## config.mk

```make
export PLATFORM = sky130hd
export DESIGN_NAME = seg_dynamic_hex
export DESIGN_NICKNAME = d
export VERILOG_FILES = /design/src/rtl/seg_dynamic_hex.sv
export SDC_FILE = /design/constraint.sdc
export NUM_CORES = 1
export LEC_CHECK = 0
export ABC_CLOCK_PERIOD_IN_PS = 5800
export CAP_MARGIN = 10
export CORE_MARGIN = 10
export CORE_UTILIZATION = 35
export CTS_CLUSTER_DIAMETER = 60
export DETAILED_ROUTE_END_ITERATION = 8
export PLACE_DENSITY = 0.64
export SLEW_MARGIN = 10
export SYNTH_ARGS = -nofsm -noshare
export SYNTH_HDL_FRONTEND = slang
export SYNTH_SLANG_ARGS = --single-unit
```

## constraint.sdc

```tcl
create_clock -name sys_clk -period 5.8 [get_ports sys_clk]
set_input_delay 1.45 -clock sys_clk [delete_from_list [all_inputs] [get_ports sys_clk]]
set_output_delay 1.45 -clock sys_clk [all_outputs]
set_load 0.03 [all_outputs]
```

## src/rtl/seg_dynamic_hex.sv

```systemverilog
// Multiplexed N-digit hex seven-segment driver with frame-synchronous updates and inter-digit blanking.
// Optional build macro SEG_BLANK_LZ_EN: leading-zero digits (except digit 0) show no segments.
module seg_dynamic_hex #(
  parameter int unsigned DIGIT_NUM    = 6,
  parameter logic [31:0] SCAN_CNT_MAX = 32'd49_999,
  parameter logic [15:0] BLANK_CYC    = 16'd500
) (
  input  logic                   sys_clk,
  input  logic                   sys_rst,
  input  logic [4*DIGIT_NUM-1:0] data_in,
  input  logic [DIGIT_NUM-1:0]   dp_in,
  input  logic                   data_vld,
  output logic                   data_rdy,
  input  logic                   disp_en,
  output logic [DIGIT_NUM-1:0]   sel,
  output logic [7:0]             seg
);

  localparam int unsigned      IDX_W    = (DIGIT_NUM > 1) ? $clog2(DIGIT_NUM) : 1;
  localparam logic [IDX_W-1:0] IDX_LAST = IDX_W'(DIGIT_NUM - 1);

  typedef enum logic {
    ST_READY,
    ST_PEND
  } upd_state_t;

  upd_state_t state, state_nxt;

  logic [31:0]            scan_cnt;
  logic [IDX_W-1:0]       idx;
  logic                   cnt_wrap;
  logic                   frame_end;
  logic                   accept;
  logic                   commit;
  logic [4*DIGIT_NUM-1:0] shadow_data;
  logic [DIGIT_NUM-1:0]   shadow_dp;
  logic [4*DIGIT_NUM-1:0] act_data;
  logic [DIGIT_NUM-1:0]   act_dp;
  logic [3:0]             cur_nib;
  logic                   cur_dp;
  logic                   cur_blank_lz;
  logic [6:0]             cur_glyph;
  logic                   slot_dark;

  function automatic logic [6:0] hex_to_seg(input logic [3:0] nib);
    logic [6:0] g;
    case (nib)
      4'h0: g = 7'h40;
      4'h1: g = 7'h79;
      4'h2: g = 7'h24;
      4'h3: g = 7'h30;
      4'h4: g = 7'h19;
      4'h5: g = 7'h12;
      4'h6: g = 7'h02;
      4'h7: g = 7'h78;
      4'h8: g = 7'h00;
      4'h9: g = 7'h10;
      4'hA: g = 7'h08;
      4'hB: g = 7'h03;
      4'hC: g = 7'h46;
      4'hD: g = 7'h21;
      4'hE: g = 7'h06;
      default: g = 7'h0E;
    endcase
    return g;
  endfunction

  assign cnt_wrap  = (scan_cnt == SCAN_CNT_MAX);
  assign frame_end = cnt_wrap && (idx == IDX_LAST);

  always_ff @(posedge sys_clk) begin
    if (sys_rst) begin
      scan_cnt <= '0;
      idx      <= '0;
    end else if (cnt_wrap) begin
      scan_cnt <= '0;
      idx      <= (idx == IDX_LAST) ? '0 : idx + 1'b1;
    end else begin
      scan_cnt <= scan_cnt + 32'd1;
    end
  end

  always_ff @(posedge sys_clk) begin
    if (sys_rst) state <= ST_READY;
    else         state <= state_nxt;
  end

  // A capture coinciding with frame_end lands in ST_PEND only afterwards,
  // so its transfer naturally waits for the following frame_end.
  always_comb begin
    state_nxt = state;
    accept    = 1'b0;
    commit    = 1'b0;
    case (state)
      ST_READY: begin
        if (data_vld) begin
          accept    = 1'b1;
          state_nxt = ST_PEND;
        end
      end
      ST_PEND: begin
        if (frame_end) begin
          commit    = 1'b1;
          state_nxt = ST_READY;
        end
      end
      default: state_nxt = ST_READY;
    endcase
  end

  assign data_rdy = (state == ST_READY);

  always_ff @(posedge sys_clk) begin
    if (sys_rst) begin
      shadow_data <= '0;
      shadow_dp   <= '0;
      act_data    <= '0;
      act_dp      <= '0;
    end else begin
      if (accept) begin
        shadow_data <= data_in;
        shadow_dp   <= dp_in;
      end
      if (commit) begin
        act_data <= shadow_data;
        act_dp   <= shadow_dp;
      end
    end
  end

  always_comb begin
    cur_nib = act_data[4*int'(idx) +: 4];
    cur_dp  = act_dp[idx];
`ifdef SEG_BLANK_LZ_EN
    // Blank when this digit and everything above it is zero; digit 0 always shows.
    cur_blank_lz = (idx != '0) && ((act_data >> (4*int'(idx))) == '0);
`else
    cur_blank_lz = 1'b0;
`endif
    cur_glyph = cur_blank_lz ? 7'h7F : hex_to_seg(cur_nib);
    slot_dark = !disp_en || (scan_cnt < {16'd0, BLANK_CYC});
  end

  always_ff @(posedge sys_clk) begin
    if (sys_rst) begin
      sel <= '1;
      seg <= '1;
    end else if (slot_dark) begin
      sel <= '1;
      seg <= '1;
    end else begin
      sel <= ~(DIGIT_NUM'(1) << idx);
      seg <= {~cur_dp, cur_glyph};
    end
  end

endmodule

```

==> flow_summary.yaml <==
outcome:
  status: "finished, final reports clean"
yosys:
  synth_cell_type_count: 43
  synth-xor-area-share: 0.0499
  ys_warn_count: 0
  synthAdderAreaFrac: 0.0220
  synth-simple-area-share: 0.216
  async_flop_share: 0
  syn_nets: 545
  ys_seq_area_frac: 0.483
  synth_mux_area_frac: 0.116
  syn_area_mm2: 0.00456
  ys_seq_elements: 110
  synth_top_family_by_area: "simple AND/OR/NAND/NOR gates"
  avgSynthCellArea_um2: 9.06
  synth_edf_count: 0
  syn_inst: 503
  synth_compound_area_frac: 0.0716
  synth_flop_cell: "dfxtp_1"
sta:
  drv_slew: 0
  setup_viol: 0
  finalCritPeriodShare: 0.519
  worst_slack_ns: 2.79
  hold_violations: 0
  rsz0062_at_grt: "no"
  fmax_mhz: 332
  worst_pin_slew_ns: 1.06
  slew_headroom: 0.293
  final.setup.tns_ns: 0
  hold_slack_ns: 0.457
  skew_ns: 0.0115
  min_period_ns: 3.01
global_route:
  grt_pass1_wl_mm: 16.0
  grt_pass1_vias: 3438
  overflow: 0
  antenna_found_initial: 0
  grt_max_degree: 67
  grtUsageTotal: 0.107
die:
  die_w_um: 134
  io_pins: 49
  num_rows: 41
  fp.dieH_um: 134
  core_mm2: 0.0127
  initial_utilization: 0.360
  die_area_mm2: 0.0180
detailed_routing:
  wl_per_cell_um: 13.3
  drt_iter0_drc: 223
  firstDrtPassIters: 4
  ant_nets: 0
  vias: 3448
  drc: 0
  routed_via_density: 4.84
  routed_wl_mm: 9.47
finish:
  drive_gt1_frac: 0.0628
  final_util: 0.428
  nets: 578
  area_delta_synth_final_pct: 19.0
  n_antenna_cell: 0
critical_path:
  r2r_start: "idx[0]"
  crit_path_max_fanout: 18
  cp-startpoint: "idx[0]"
  cpPeakStageDelay_ns: 0.94
  path_buf_inv: 0
  crit_family: "flip-flops"
  crit_path_end_kind: "register"
  arrival_ns: 3.30
  critical_path.startpoint_type: "register"
  crit_type: "reg -> reg"
  crit_required_ns: 6.09
  critPathSlowestCell: "dfxtp_1"
  rr_endpoint: "seg[0]"
  reg2regPathDepth: 5
  crit_path_cell_trace: "mux4_2 -> a22oi_1 -> nand2b_1 -> and3_1 -> o21ai_1"
  rrSetupSlack_ns: 2.79
placed_design:
  routabilityCongestion: 0.835
  hpwl_mm: 6.61
  dp_worst_setup_slack_ns: 2.46
  port_buffers: 48
pwr:
  finalPower_uw: 1440
  pwr_density_cell_mw_per_mm2: 266
  peakVddDrop_mv: 0.151
  power_leakage_uw: 0.00189
clock_network:
  cts.sinks: 110
  clock_path_buffers: 2
  htreeDepth: 3
  path_clk_slew_ns: 0.08
  holdBufCountCts: 0
  cts_resized: 0
  cts_buffers: 9
  cts_root_buffer: "clkbuf_16"
  postCtsSetupBuffers: 0
  cts_tree: "built"
  clock_latency_ns: 0.36
job:
  maxCapViolations: 0
worst_hold_path:
  min_path_type: "reg -> reg"
  hold_start: "shadow_dp[3]"
  min_path_cells: 2
  whs_endpoint: "shadow_dp[3]"
## where the power goes
| part | total, µW | switching (µW) | leakage (µW) | internal (µW) |
|---|---|---|---|---|
| combinational | 63.9 | 32.9 | 0.000854 | 31.0 |
| clock | 603 | 292 | 0.000146 | 311 |
| sequential | 777 | 8.50 | 0.000892 | 769 |
## Yosys cell counts, types with 4 or more instances
| master | count | share of area |
|---|---|---|
| inv_1 | 11 | 0.0091 |
| ha_1 | 8 | 0.022 |
| mux4_2 | 5 | 0.025 |
| nand3_1 | 19 | 0.021 |
| and3_1 | 8 | 0.011 |
| nor4_1 | 6 | 0.0082 |
| clkbuf_1 | 18 | 0.015 |
| nor2_1 | 65 | 0.054 |
| nand2_1 | 78 | 0.064 |
| o21ai_0 | 7 | 0.0077 |
| nor3_1 | 6 | 0.0066 |
| xor2_1 | 17 | 0.033 |
| nand4_1 | 10 | 0.014 |
| mux2i_1 | 38 | 0.083 |
| xnor2_1 | 9 | 0.017 |
| o221ai_1 | 4 | 0.0077 |
| a21oi_1 | 40 | 0.044 |
| dfxtp_1 | 110 | 0.48 |
| or3_1 | 5 | 0.0069 |
## stage by stage
step | cell area [µm²] | std cells
final | 5430 | 713
after global routing | 5430 | 713
after CTS | 5420 | 713
after detailed placement | 5130 | 697
after global placement | 5130 | 697
after floorplan | 4560 | 503
## flip-flops by register name, indices dropped and copies added, names as in the netlist, 3 cells and up
name / cells
shadow_dp: 6
act_data: 24
scan_cnt: 32
idx: 3
act_dp: 6
sel: 6
shadow_data: 24
seg: 8
## worst reg2reg max path, stage by stage, from the launching register on
cell,delay [ns]
dfxtp_1,0.94
mux4_2,0.63
a22oi_1,0.77
nand2b_1,0.25
and3_1,0.25
o21ai_1,0.10
## layout by cell type, fill, tap and decap left out, drive strengths merged, types with 4 or more instances in the layout
cell type and instances:
nor2 65, xor2 17, or3 6, clkbuf 10, mux2i 38, buf 4
nor4 7, a21oi 40, clkdlybuf4s50 47, nand4 10, o21ai 8, and3 8
dfxtp 110, mux4 5, nand2 78, xnor2 9, nor3 7, o221ai 4
nand3 19, inv 15, ha 8
## worst max-delay path by stage
stage / endpoint / slack [ns] / depth (start not counted)
4_1_cts: seg[0] / 2.78 / 5
2_1_floorplan: seg[4] / 3.41 / 3
3_3_place_gp: shadow_data[13] / 2.55 / 4
5_1_grt: seg[0] / 2.58 / 5
6_report: seg[0] / 2.79 / 5
3_5_place_dp: shadow_data[1] / 2.46 / 4
## routing by layer
| layer | up-vias | GRT usage | share of wire |
|---|---|---|---|
| met2 | 53 | 0.160 | 0.44 |
| met3 | 12 | 0.0358 | 0.049 |
| met1 | 1607 | 0.139 | 0.50 |
| met5 | - | 0 | 0 |
| met4 | 0 | 0.0381 | 0.013 |
| li1 | 1776 | - | - |
## cells by family after synthesis
kind of cell	count (synthesis)
flip-flops	110
AND/OR/NAND/NOR	214
adder cells (fa/ha/maj)	8
buffers and inverters	41
XOR/XNOR	26
multiplexers	46
AO/OA/AOI/OAI	58
## cell type report
cell class                      count  area [µm²]
Inverter                           12        45.0
Clock inverter                      6        51.3
Sequential cell                   110        2200
Clock buffer                       10         239
Timing Repair Buffer               51         498
Multi-Input combinational cell    352        2170
Fill cell                        1248        7250
Tap cell                          172         215
(Power assumes the default switching activity.)
